File: config.mk
export PLATFORM = sky130hd
export DESIGN_NAME = commit_order_sched
export DESIGN_NICKNAME = d
export VERILOG_FILES = /design/src/rtl/commit_order_sched.sv
export SDC_FILE = /design/constraint.sdc
export NUM_CORES = 1
export LEC_CHECK = 0
export ABC_AREA = 1
export ABC_CLOCK_PERIOD_IN_PS = 2600
export BUFFER_PORTS_ARGS = -buffer_cell sky130_fd_sc_hd__buf_2
export CORE_ASPECT_RATIO = 1.75
export CORE_MARGIN = 3
export CORE_UTILIZATION = 51
export DETAILED_ROUTE_END_ITERATION = 16
export GPL_ROUTABILITY_DRIVEN = 1
export PLACE_DENSITY = 0.75
export SYNTH_ARGS = -nofsm -noshare
export SYNTH_HDL_FRONTEND = slang
export SYNTH_SLANG_ARGS = --single-unit
File: constraint.sdc
create_clock -name clk -period 2.6 [get_ports clk]
set_clock_uncertainty 0.15 [all_clocks]
set_input_delay 0.13 -clock clk [delete_from_list [all_inputs] [get_ports clk]]
set_output_delay 0.13 -clock clk [all_outputs]
set_load 0.005 [all_outputs]
File: src/rtl/commit_order_sched.sv
// commit_order_sched
//   Keeps the issue order of instructions sent to the execution units. A unit
//   that holds a finished result may hand it to commit only when its record is
//   the oldest one still outstanding. This gives in-order retirement.
//
// Ports
//   clk          rising-edge clock
//   rst          synchronous reset, active-high
//   issue_valid  push one issue record this cycle
//   issue_unit   unit id of the pushed record (0..NUNITS-1)
//   issue_ready  table not full; a push is accepted only while high
//   unit_done    per-unit pulse: the unit holds a result and wants to commit
//   commit_grant one-hot; this unit may hand its result to commit now
//   unit_stall   the unit holds a result but is not granted
//   count        number of valid entries in the table
//   flush        discard all outstanding records and pending results
//   proto_err    sticky protocol-error flag
module commit_order_sched #(
   parameter int DEPTH  = 8,
   parameter int NUNITS = 5
) (
   input  logic                     clk,
   input  logic                     rst,
   input  logic                     issue_valid,
   input  logic [2:0]               issue_unit,
   output logic                     issue_ready,
   input  logic [NUNITS-1:0]        unit_done,
   output logic [NUNITS-1:0]        commit_grant,
   output logic [NUNITS-1:0]        unit_stall,
   output logic [$clog2(DEPTH):0]   count,
   input  logic                     flush,
   output logic                     proto_err
);

   localparam int PW = $clog2(DEPTH);
   localparam logic [PW:0] FULL_CNT = (PW+1)'(DEPTH);
   localparam logic [3:0]  NUNITS_L = 4'(NUNITS);

   logic [2:0]        mem [DEPTH];
   logic [PW-1:0]     rd_ptr;
   logic [PW-1:0]     wr_ptr;
   logic [NUNITS-1:0] done_pend;

   logic full;
   logic empty;
   logic unit_ok;
   logic push;
   logic pop;
   logic bad_issue;
   logic double_done;
   logic [2:0] head;

   assign full        = (count == FULL_CNT);
   assign empty       = (count == '0);
   assign issue_ready = ~full;
   assign unit_ok     = ({1'b0, issue_unit} < NUNITS_L);
   assign push        = issue_valid & issue_ready & unit_ok;
   // An out-of-range id is only an error when the push would otherwise have
   // been accepted; a push while full is silently dropped.
   assign bad_issue   = issue_valid & issue_ready & ~unit_ok;
   assign head        = mem[rd_ptr];

   // Grant depends only on registered state, so it is stable for the whole
   // cycle and never combinationally loops back from the units.
   always_comb begin
      commit_grant = '0;
      for (int u = 0; u < NUNITS; u++) begin
         commit_grant[u] = ~empty & ({1'b0, head} == 4'(u)) & done_pend[u];
      end
   end

   assign pop         = |commit_grant;
   assign unit_stall  = done_pend & ~commit_grant;
   // A second result while the first is still waiting would be lost.
   assign double_done = |(unit_done & done_pend & ~commit_grant);

   always_ff @(posedge clk) begin
      if (rst) begin
         rd_ptr    <= '0;
         wr_ptr    <= '0;
         count     <= '0;
         done_pend <= '0;
         proto_err <= 1'b0;
      end else if (flush) begin
         rd_ptr    <= '0;
         wr_ptr    <= '0;
         count     <= '0;
         done_pend <= '0;
      end else begin
         if (push) wr_ptr <= wr_ptr + 1'b1;
         if (pop)  rd_ptr <= rd_ptr + 1'b1;
         if (push && !pop)      count <= count + 1'b1;
         else if (pop && !push) count <= count - 1'b1;
         // A new done pulse wins over the grant clearing the same bit.
         done_pend <= (done_pend & ~commit_grant) | unit_done;
         if (bad_issue || double_done) proto_err <= 1'b1;
      end
   end

   // Table contents carry no reset; validity is tracked by count/pointers.
   always_ff @(posedge clk) begin
      if (push && !rst && !flush) mem[wr_ptr] <= issue_unit;
   end

endmodule
Word level (Yosys, flattened, before mapping)
Memories as Yosys holds them, arrays and structs flattened. A register that Yosys moved wholly into a read port is not among the register bits.
Cells that the tools add are included.
W data, S select, Z words.
Cells by class
  equal/unequal tests: 5
  mux-type cells: 6
  reductions and logical operators: 16
  bitwise operators: 22
  add/subtract/negate cells: 4
  magnitude comparators: 1
Operators by type and width (number)
  $and A5 B5 Y5: 3
  $and A1 B1 Y1: 13
  $reduce_or A5 Y1: 2
  $mux W4: 2
  $add A3 B1 Y3 const B: 2
  $eq A3 B2 Y1 const B: 2
  $mux W3: 2
  $not A5 Y5: 1
  $or A5 B5 Y5: 1
  $add A4 B1 Y4 const B: 1
  $eq A4 B4 Y1 const B: 1
  $logic_and A1 B1 Y1: 4
  $logic_not A1 Y1: 4
  $logic_not A4 Y1: 1
  $not A1 Y1: 4
  $sub A4 B1 Y4 const B: 1
  $eq A3 B1 Y1 const B: 1
  $eq A3 B3 Y1 const B: 1
  $logic_not A3 Y1: 1
  $lt A3 B3 Y1 const B: 1
  $mux W1: 2
  $reduce_and A2 Y1: 1
  $reduce_bool A2 Y1: 1
  $reduce_or A2 Y1: 1
  $logic_or A1 B1 Y1: 1
Word-level totals
  memory bits (writable): 24
  memories: 1
  logic and storage cells: 60
  input bits: 12
  register bits: 16
Memories
  mem: depth 8, bits a word 3, read ports 1, clocked after memory_dff 1, wr ports 1, RTL line 39  | logic [2:0] mem [DEPTH];

Longest topological paths before layout
  word-level depth: 9
  gate-level depth with buffers: 22
  mapped depth without buffers: 21

Least setup slack after synthesis
Ideal clock, no wire load.
  path type: reg2reg
  from: register with a tool-made name
  to: register count[3]
  data required time: 2.331 ns
  setup slack: -0.256 ns
  buffers on the path: 1
  arrival: 2.587 ns
  period minus slack after synthesis: 2.856 ns
  stages on the path, launching flop included: 22
  cell sequence: dfxtp_1 -> inv_2 -> buf_6 -> nand2_1 -> nand3_1 -> nand2_1 -> nand2_1 -> nand2_2 -> nor2_4 -> nand3_1 -> nand3_2 -> nor2_4 -> ha_1 -> inv_1 -> ha_1 -> and3_1 -> a211oi_1 -> nor2_1 -> nor2_1 -> nand2_1 -> o21ai_0 -> a21oi_1
RTL lines
  end signal, assigned: RTL line 92  | if (push && !pop) count <= count + 1'b1;
  end signal, assigned: RTL line 93  | else if (pop && !push) count <= count - 1'b1;
  end, declared: RTL line 30  | output logic [$clog2(DEPTH):0] count,

==> impl_metrics.ini <==
[setup_path]
arrival_ns = 2.80
worst-path-max-fanout = 7
endpoint_kind = flop
cp_data_required_time_ns = 2.64
path_class = reg -> reg
worst-r2r-cell-count = 20
critPathLaunchType = flop

[drt]
drtIter0Drc = 75
drtPass1Iterations = 5
ant_nets = 0
wl_per_cell_um = 13.3
drcViolationCount = 0
wirelength_um = 5140
vias = 1928
via_per_inst = 4.98

[timing]
fin_crit_sh_pct = 106
tightest_slew_ns = 0.575
final.min_clock_period_ns = 2.76
relSlewSlack_pct = 61.3
hold_ws_ns = 0.00866
rsz0062_at_grt = true
hold_viol = 0
maxSlewViolCount = 0
setup_viol = 1
setup_slack_ns = -0.160
max_freq_ghz = 0.362

[worst_hold_path]
hold_start = issue_unit[0]
hold_depth = 1
min_path_type = in -> reg

[floorplanning]
rows = 30
die_x_um = 55.2
initial_core_util_pct = 54.3
core_um2 = 3980
ios = 28
dieArea_um2 = 5080
die_y_um = 92.1

[cts]
clock_path_buffers = 2
ctsHtreeMaxLevel = 2
clk_pin_slew_ns = 0.07
cts_tree = built
cts.sinks = 43
cts_root_buf = clkbuf_8
clock_latency_ns = 0.29
cts_buffers = 5

[cells_and_area]
areaGrowthSynthToFinish_pct = 38.1
nNetsFinal = 357
post-route-util_pct = 75.0
final_common_cell = nand2_1
stdcell_area_um2 = 2980
final_cell_mix = nand2_1, inv_1, nor2_1
diodes = 0
drive_above_1_share_pct = 36.3
nFillCells = 287

[global_routing]
grt_pass1_wl_um = 8180
grt_pass1_vias = 1876
grtUsageTotal_pct = 20.8
grt_max_degree = 13
antenna_found_initial = 0
gr-total-overflow = 0

[logic_synthesis]
yosysUniqueCellTypes = 28
avgSynthCellArea_um2 = 8.00
synthesis.area_um2 = 2160
syn_nets = 288
yosys_warnings = 0
postSynthCellCount = 270
ys_seq_area_share_pct = 51.0
ys_ff_latch = 43

[place]
gp_congestion = 0.798
dp_hpwl_um = 3510
portBuffers = 27
dpl-instance-area_um2 = 2540

[pwr]
finalPower_mw = 1.32
leakagePower_nw = 1.46
pwr_density_cell_nw_per_um2 = 442
ir_worst_vdd_uv = 522

[outcome]
violations = negative setup slack
status = complete, but fails checks

[job]
drv_cap = 0
## report_power, final
part | internal (mW) | switching, mW
combinational | 0.0882 | 0.104
clock | 0.179 | 0.210
sequential | 0.728 | 0.0100
## flip-flops by register name (all words and copies together), names as in the netlist, named ones only
register	count
count	4
mem	24
wr_ptr	3
rd_ptr	3
proto_err	1
done_pend	5
## metal layers
| metal | track usage [%] | part of all wire [%] | vias up |
|---|---|---|---|
| met4 | 12.2 | 2.4 | 0 |
| met1 | 20.8 | 37 | 901 |
| met5 | 0 | 0 | - |
| met2 | 38.2 | 57 | 36 |
| li1 | - | - | 978 |
| met3 | 4.51 | 3.3 | 13 |
## worst paths after layout
kind	to	slack, ns
max	count[3]	-0.16
max reg2reg	count[3]	-0.16
min	mem[4][0]	0.009
min reg2reg	proto_err	0.34
## what timing repair did
| action | CTS | global route |
|---|---|---|
| resized for setup | 41 | 17 |
| cloned | 1 | 0 |
| endpoints found under the hold margin | 22 | 0 |
| setup buffers | 7 | 2 |
| hold buffers | 8 | 0 |
| endpoints found under the setup margin | 2 | 3 |
| pin swaps | 28 | 33 |
## Yosys cell counts (all sizes together)
library cell | number | area [µm²]
edfxtp | 24 | 721
o21bai | 1 | 7.51
nand3b | 1 | 7.51
buf | 2 | 18.8
nor4 | 2 | 12.5
xnor2 | 1 | 8.76
a211oi | 1 | 7.51
fa | 1 | 20.0
nor2 | 35 | 154
inv | 54 | 203
nor3 | 4 | 20.0
a21oi | 8 | 40.0
dfxtp | 19 | 380
ha | 5 | 62.6
nand3 | 26 | 140
nand2 | 77 | 309
clkbuf | 1 | 3.75
and3 | 1 | 6.26
xor2 | 1 | 8.76
o21ai | 6 | 30.0
## per-stage QoR
| stage | instances | setup slack [ns] | setup TNS (ns) |
|---|---|---|---|
| 5_1_grt | 387 | -0.358 | -0.590 |
| 6_report | 387 | -0.160 | -0.160 |
| 4_1_cts | 385 | -0.180 | -0.191 |
| 3_3_place_gp | 363 | -0.225 | -0.237 |
| 2_1_floorplan | 270 | -0.0588 | -0.0588 |
| 3_5_place_dp | 363 | -0.300 | -0.347 |
## critical path: stages, from the launching register on
cell and delay (ns):
dfxtp_4 0.43, buf_6 0.13, nand2_4 0.05, nand3_2 0.08, nand2_2 0.08, o21ai_4 0.19, nand2_2 0.10, nor2_4 0.11
nand2_2 0.09, nand2_4 0.08, nor2_4 0.04, ha_4 0.16, inv_4 0.07, ha_4 0.19, and3_4 0.17, a211oi_2 0.17
nor2_1 0.06, nor2_1 0.08, nand2_1 0.07, o21ai_1 0.11, a21oi_1 0.05
## layout make-up
| type | count | area [µm²] | share of cell area (%) |
|---|---|---|---|
| multi-input combinational | 170 | 1080 | 36.1 |
| sequential | 43 | 1110 | 37.1 |
| timing repair buffer | 64 | 448 | 15.0 |
| clock inverter | 2 | 8.76 | 0.294 |
| tap | 48 | 60.1 | 2.01 |
| timing repair inverter | 1 | 6.26 | 0.210 |
| clock buffer | 5 | 68.8 | 2.31 |
| inverter | 54 | 210 | 7.04 |
## kinds of logic (layout without fill, tap and decap cells)
logic type,Yosys count,after routing,share of synthesized area [%]
XOR/XNOR,2,2,0.811
AND/OR/NAND/NOR,146,146,30.1
flip-flops,43,43,51.0
AO/OA/AOI/OAI,16,16,3.94
adder cells (fa/ha/maj),6,6,3.82
buffers and inverters,57,126,10.4
(Power assumes the default switching activity.)
